File: config.mk
export PLATFORM = sky130hd
export DESIGN_NAME = regfile_dump_tx
export DESIGN_NICKNAME = d
export VERILOG_FILES = /design/src/rtl/regfile_dump_tx.sv
export SDC_FILE = /design/constraint.sdc
export NUM_CORES = 1
export LEC_CHECK = 0
export ABC_AREA = 1
export CAP_MARGIN = 40
export CORE_UTILIZATION = 30
export CTS_BUF_LIST = sky130_fd_sc_hd__clkbuf_16
export DETAILED_ROUTE_END_ITERATION = 8
export PLACE_DENSITY = 0.49
export SLEW_MARGIN = 20
export SYNTH_ARGS = -nofsm -noshare
export SYNTH_HDL_FRONTEND = slang
export SYNTH_SLANG_ARGS = --single-unit
File: constraint.sdc
create_clock -name clk -period 4.4 [get_ports clk]
set_clock_uncertainty 0.05 [all_clocks]
set_input_delay 0.88 -clock clk [delete_from_list [all_inputs] [get_ports clk]]
set_output_delay 0.88 -clock clk [all_outputs]
set_load 0.005 [all_outputs]
File: src/rtl/regfile_dump_tx.sv
// regfile_dump_tx: debug readout engine. On request it walks an inclusive range of
// register-file entries through the secondary read port. It streams them out as a
// framed byte stream: header, then {addr, d[7:0], d[15:8], d[23:16], d[31:24]} per
// register, then an XOR checksum of every byte after the header.
module regfile_dump_tx #(
  parameter int          NUM_REGS = 32,
  parameter int          ADDR_W   = 5,
  parameter int          DATA_W   = 32,
  parameter logic [7:0]  HDR_BYTE = 8'hA5
) (
  input  logic              clk,
  input  logic              rst,
  input  logic              start,
  input  logic [ADDR_W-1:0] start_addr,
  input  logic [ADDR_W-1:0] end_addr,
  output logic              rd_en,
  output logic [ADDR_W-1:0] rd_addr,
  input  logic [DATA_W-1:0] rd_data,
  output logic [7:0]        tx_data,
  output logic              tx_valid,
  input  logic              tx_ready,
  output logic              busy,
  output logic              done
);

  typedef enum logic [2:0] {
    S_IDLE,
    S_HDR,
    S_READ,
    S_CAPT,
    S_SEND,
    S_CHK,
    S_DONE
  } state_t;

  state_t            r_state;
  logic [ADDR_W-1:0] r_cur;
  logic [ADDR_W-1:0] r_end;
  logic [DATA_W-1:0] r_shift;
  logic [2:0]        r_idx;
  logic [7:0]        r_csum;

  logic              w_xfer;
  logic [7:0]        w_addr_byte;
  logic [ADDR_W-1:0] w_next_addr;

  assign w_xfer      = tx_valid & tx_ready;
  assign w_addr_byte = 8'(r_cur);
  assign w_next_addr = r_cur + 1'b1;

  // Single FSM: every output is registered and loaded on the edge that enters the
  // state presenting it. tx_valid therefore never depends combinationally on tx_ready.
  always_ff @(posedge clk or negedge rst) begin
    if (!rst) begin
      r_state  <= S_IDLE;
      r_cur    <= '0;
      r_end    <= '0;
      r_shift  <= '0;
      r_idx    <= '0;
      r_csum   <= '0;
      rd_en    <= 1'b0;
      rd_addr  <= '0;
      tx_data  <= '0;
      tx_valid <= 1'b0;
      busy     <= 1'b0;
      done     <= 1'b0;
    end else begin
      case (r_state)
        S_IDLE: begin
          if (start) begin
            r_cur  <= start_addr;
            r_end  <= end_addr;
            r_csum <= '0;
            busy   <= 1'b1;
            if (start_addr > end_addr) begin
              r_state <= S_DONE;
              done    <= 1'b1;
            end else begin
              r_state  <= S_HDR;
              tx_data  <= HDR_BYTE;
              tx_valid <= 1'b1;
            end
          end
        end
        S_HDR: begin
          if (w_xfer) begin
            tx_valid <= 1'b0;
            rd_en    <= 1'b1;
            rd_addr  <= r_cur;
            r_state  <= S_READ;
          end
        end
        S_READ: begin
          rd_en   <= 1'b0;
          r_state <= S_CAPT;
        end
        S_CAPT: begin
          r_shift  <= rd_data;
          r_idx    <= '0;
          tx_data  <= w_addr_byte;
          tx_valid <= 1'b1;
          r_state  <= S_SEND;
        end
        S_SEND: begin
          if (w_xfer) begin
            r_csum <= r_csum ^ tx_data;
            if (r_idx == 3'd4) begin
              // The end compare uses cur before any increment, so a range ending
              // at NUM_REGS-1 stops there instead of wrapping to 0.
              if (r_cur == r_end) begin
                tx_data <= r_csum ^ tx_data;
                r_state <= S_CHK;
              end else begin
                r_cur    <= w_next_addr;
                tx_valid <= 1'b0;
                rd_en    <= 1'b1;
                rd_addr  <= w_next_addr;
                r_state  <= S_READ;
              end
            end else begin
              tx_data <= r_shift[7:0];
              r_shift <= r_shift >> 8;
              r_idx   <= r_idx + 3'd1;
            end
          end
        end
        S_CHK: begin
          if (w_xfer) begin
            tx_valid <= 1'b0;
            done     <= 1'b1;
            r_state  <= S_DONE;
          end
        end
        S_DONE: begin
          done    <= 1'b0;
          busy    <= 1'b0;
          r_state <= S_IDLE;
        end
        default: r_state <= S_IDLE;
      endcase
    end
  end

endmodule

==> results.json, run 1 <==
{
  "synth_nets": 551,
  "final_layout_size_suffix_gt1_share_pct": 6.64,
  "io_pins": 63,
  "synth_cell_type_count": 35,
  "gr-total-overflow": 0,
  "hpwlAfterDp_mm": 6.76,
  "max_freq_mhz": 361,
  "setup_viol": 0,
  "grt_max_degree": 55,
  "place.gp.congestion": 0.782,
  "grt_first_pass_wirelength_mm": 16.3,
  "fin_crit_sh_pct": 62.9,
  "final_common_cell": "nand2_1",
  "syn_area_mm2": 0.00399,
  "floorplan.initialDensity_pct": 31.1,
  "period_needed_ps": 2770,
  "clockBufferDepth": 2,
  "wl_per_cell_um": 13.1,
  "rsz0062_at_grt": "false",
  "finalHoldViolCount": 0,
  "drtAntennaViolNets": 0,
  "cp-start-kind": "input pin",
  "crit_arrival_ps": 2940,
  "synth_area_leader_cell": "dfrtp_1",
  "netSwitchingFraction_pct": 42.0,
  "dieWidth_um": 117,
  "htreeDepth": 3,
  "combPwrFrac_pct": 45.6,
  "synth_top_area_share_pct": 45.7,
  "fin_util_pct": 38.9,
  "seqPwrFrac_pct": 35.0,
  "leakage_nw": 2.32,
  "cp_max_fo": 11,
  "peakVddDrop_v": 0.000211,
  "yosys_register_bits": 73,
  "dp_slack_ps": 1310,
  "grt_pass1_vias": 3217,
  "synth_ff_type": "dfrtp_1",
  "instances_no_fill": 729,
  "p_sw_mw": 1.41,
  "dieArea_mm2": 0.0138,
  "routed_via_density": 4.69,
  "cts-buffers-inserted": 9,
  "core_mm2": 0.0128,
  "ys_seq_area_share_pct": 45.7,
  "synth_edf_count": 0,
  "clock_power_share_pct": 19.4,
  "io_buffers": 62,
  "worstSetupPathType": "in -> reg",
  "cts_tree": "built",
  "fin_nets": 607,
  "dp.cells": 714,
  "clock_latency_ps": 340,
  "grt_antenna_before_repair": 0,
  "intPower_mw": 1.95,
  "cts-root-buf": "clkbuf_16",
  "required_ps": 4570,
  "cp-end-kind": "flop",
  "diodes": 0,
  "synth_cells": 497,
  "ctsHoldBuffers": 0,
  "finalMaxSlewViolations": 0,
  "path_clk_slew_ps": 50,
  "synthArstFlopShare_pct": 100,
  "cap_violations": 0,
  "rows": 41,
  "yosysWarnings": 0,
  "maxSlewHeadroom_pct": 66.0,
  "grt_usage_pct": 14.9,
  "holdCritPathClass": "reg -> reg",
  "dpl_cell_area_mm2": 0.00473,
  "postCtsSetupBuffers": 0,
  "postLayoutCellArea_mm2": 0.00498,
  "syn_avg_cell_area_um2": 8.04,
  "layout_common_cells": "nand2_1 (138), dfrtp_1 (73), inv_1 (72)",
  "worst_slew_pin_slew_ps": 510,
  "status": "finished, final reports clean",
  "first_pass_iters": 5,
  "cts_resized": 0,
  "cts_sinks": 73,
  "die_h_um": 117,
  "drc": 0,
  "power_density_mw_per_mm2": 673,
  "fill_cells": 1388,
  "setup_tns_ps": 0,
  "drt-total-wl_mm": 9.57,
  "area_delta_synth_final_pct": 24.8,
  "final.setup.worst_slack_ps": 1630,
  "synthTopCellsByArea": "dfrtp_1 (46%), nand2_1 (13%), o21ai_0 (6.9%), inv_1 (6.6%), o211ai_1 (3.9%)",
  "vias": 3417,
  "drt_iter0_drc": 208
}
-- metrics by stage --
stage / total power [mW] / hold WS, ps
finish: 3.36 / 425
global route: 3.69 / 466
CTS: 3.40 / 433
detailed placement: 2.73 / 422
global placement: 2.70 / 410
floorplan: 2.28 / 403
-- kinds of logic after synthesis --
kind of cell               Yosys count  synth area share [%]
adders and majority gates            8                  2.51
xor gates and xnor gates            10                  2.19
buffers and inverters               94                  10.2
muxes                                1                 0.282
and+or+nand+nor                    200                  22.2
AOI/OAI and AO/OA                  111                  16.8
DFF                                 73                  45.7
-- flip-flops by register name, summed over array words and instances (netlist names) --
signal    flops
done          1
r_state       3
r_cur         5
r_end         5
r_idx         3
busy          1
tx_valid      1
rd_en         1
r_csum        8
r_shift      32
tx_data       8
rd_addr       5
-- cell usage after synthesis (all sizes together), types with 6 or more instances --
| cell type | n |
|---|---|
| dfrtp | 73 |
| nor2 | 20 |
| inv | 74 |
| buf | 18 |
| a21oi | 6 |
| o21ai | 62 |
| xnor2 | 9 |
| o211ai | 21 |
| o31ai | 8 |
| nand4 | 11 |
| ha | 8 |
| o21bai | 9 |
| nand2 | 145 |
| nand3 | 21 |
-- per-layer routing --
metal	global-route usage, %	up-vias	part of all wire, %
li1	-	1725	-
met1	20.7	1597	51
met2	21.8	86	42
met3	4.77	9	5.2
met4	4.63	0	1.3
met5	0	-	0
-- final cells by class --
type,instances,area (um2),share of cell area (%)
clock buffer,9,225,4.52
multi-input combinational,330,1760,35.3
clock inverter,6,28.8,0.577
inverter,75,284,5.70
tap,172,215,4.32
sequential,73,1830,36.6
timing repair buffer,64,646,13.0
-- critical path, stage by stage --
cell             delay (ps)
clkdlybuf4s50_1         450
inv_1                    50
ha_1                    290
nand2_1                  70
nor2_1                  130
nand2_1                  60
nand3_1                  80
nand3_1                 140
nand2_1                 350
inv_1                   230
nand4_1                 120
nand2_1                  70
-- worst paths after layout --
path / from / to / slack (ps) / depth (start not counted)
min reg2reg: busy / busy / 420 / 2
max: end_addr[4] / tx_data[0] / 1630 / 12
min: busy / busy / 420 / 2
max in group asynchronous: rst / r_shift[5] / 3270 / 2
max reg2reg: r_state[1] / rd_addr[3] / 2310 / 8
min in group asynchronous: rst / busy / 450 / 1
-- power by group through the flow --
| stage | clock network (mW) | logic (mW) | registers [mW] |
|---|---|---|---|
| 2_1_floorplan | 0 | 1.14 | 1.14 |
| 3_3_place_gp | 0 | 1.52 | 1.18 |
| 3_5_place_dp | 0 | 1.54 | 1.19 |
| 4_1_cts | 0.674 | 1.55 | 1.18 |
| 5_1_grt | 0.702 | 1.77 | 1.22 |
| 6_report | 0.650 | 1.53 | 1.17 |
Power figures use the tool's default switching activity.
==> inputs of run 2 (changes only) <==
clock period = 2.8 ns   (was 4.4 ns; I/O delays follow)
==> results.json, run 2 (synthesis gave the netlist of run 1 again) <==
{
  "final_layout_size_suffix_gt1_share_pct": 7.31,
  "fin_crit_sh_pct": 78.1,
  "finalMaxSlewViolations": 0,
  "grt_max_degree": 55,
  "dieWidth_um": 117,
  "htreeDepth": 3,
  "floorplan.initialDensity_pct": 31.1,
  "r2r_slack_ps": 810,
  "fin_nets": 610,
  "finalHoldViolCount": 0,
  "drt_iter0_drc": 210,
  "first_pass_iters": 4,
  "io_buffers": 62,
  "cts_resized": 0,
  "diodes": 0,
  "max_freq_mhz": 458,
  "rr_worst_depth": 9,
  "cts-buffers-inserted": 9,
  "clockBufferDepth": 2,
  "vias": 3369,
  "rsz0062_at_grt": "false",
  "place.gp.congestion": 0.817,
  "clock_latency_ps": 330,
  "cts_tree": "built",
  "status": "finished, final reports clean",
  "rows": 41,
  "maxSlewHeadroom_pct": 69.4,
  "cap_violations": 0,
  "setup_viol": 0,
  "wl_per_cell_um": 13.1,
  "routed_via_density": 4.60,
  "cts-root-buf": "clkbuf_16",
  "holdCritPathClass": "in -> async",
  "cp-end-kind": "flop",
  "area_delta_synth_final_pct": 26.4,
  "r2r-end": "r_shift[17]",
  "top_regs": "r_shift: 32 flops, r_csum: 8 flops, tx_data: 8 flops",
  "cp-start-kind": "input pin",
  "drtAntennaViolNets": 0,
  "timing.rr.start": "r_state[1]",
  "hpwlAfterDp_mm": 6.81,
  "period_needed_ps": 2190,
  "setup_tns_ps": 0,
  "io_pins": 63,
  "largest_reg_flops": 32,
  "worst_slew_pin_slew_ps": 459,
  "grt_pass1_vias": 3167,
  "leakage_nw": 2.35,
  "grt_first_pass_wirelength_mm": 16.0,
  "die_h_um": 117,
  "power_density_mw_per_mm2": 1070,
  "dieArea_mm2": 0.0138,
  "final_common_cell": "nand2_1",
  "crit_path_start": "end_addr[4]",
  "regMostFlops": "r_shift",
  "required_ps": 2960,
  "worstSetupPathType": "in -> reg",
  "path_clk_slew_ps": 60,
  "cp-endpoint": "tx_data[2]",
  "core_mm2": 0.0128,
  "postCtsSetupBuffers": 0,
  "cp_max_fo": 8,
  "ctsHoldBuffers": 0,
  "fin_hold_ws_ps": 117,
  "grt_usage_pct": 14.6,
  "drc": 0,
  "peakVddDrop_v": 0.000300,
  "gr-total-overflow": 0,
  "cts_sinks": 73,
  "drt-total-wl_mm": 9.58,
  "layout_common_cells": "nand2_1 (138), dfrtp_1 (73), inv_1 (71)",
  "grt_antenna_before_repair": 0,
  "crit_arrival_ps": 2350
}
==> run 2: cell count changes in the layout (fill, tap and decap cells not counted), sizes merged <==
cell    before  now
buf          3    6
inv         76   75
bufinv       0    1
clkinv       4    5
==> run 2: per-stage QoR <==
| step | utilization (%) | cell area (um2) | power [mW] | cells | worst slack (ps) |
|---|---|---|---|---|---|
| 6_report | 39.4 | 5050 | 5.42 | 733 | 614 |
| 5_1_grt | 39.4 | 5050 | 5.90 | 733 | 397 |
| 4_1_cts | 39.4 | 5050 | 5.48 | 733 | 608 |
| 3_5_place_dp | 37.1 | 4760 | 4.31 | 717 | 260 |
| 3_3_place_gp | 36.9 | 4730 | 4.27 | 716 | 303 |
| 2_1_floorplan | - | 3990 | 3.58 | 497 | 935 |
==> run 2: worst max-delay path, stage by stage <==
cell             delay [ps]
clkdlybuf4s50_1         450
inv_1                    50
ha_1                    280
nand2_1                  70
nor2_1                  130
nand2_1                  60
nand3_1                  90
nand3_1                 150
nand2_1                 170
inv_1                   160
nand4_1                 120
nand2_1                  60
==> run 2: worst min path at each step <==
stage               startpoint  slack, ps  depth (start not counted)    to
finish                     rst        120                          1  busy
global route               rst        140                          1  busy
CTS                        rst        130                          1  done
detailed placement        busy        420                          2  busy
global placement          busy        410                          2  busy
floorplan                  rst        210                          0  busy
==> run 2: report_power, final <==
group          switching, mW  internal, mW
sequential             0.303          1.55
combinational           1.49         0.960
clock                  0.446         0.680
==> run 2: area by class of cell <==
cell class,count,area [um2]
Fill cell,1347,7780
Sequential cell,73,1830
Multi-Input combinational cell,330,1760
Timing Repair Buffer,67,676
Inverter,75,284
Clock buffer,9,225
Tap cell,172,215
Clock inverter,7,62.6
==> run 2: layer usage <==
metal	vias to the layer above	GRT usage, %	wire length [um]
met1	1547	20.4	4830
met5	-	0	0
met3	6	3.45	547
met2	83	21.9	4090
met4	0	4.95	108
li1	1733	-	-
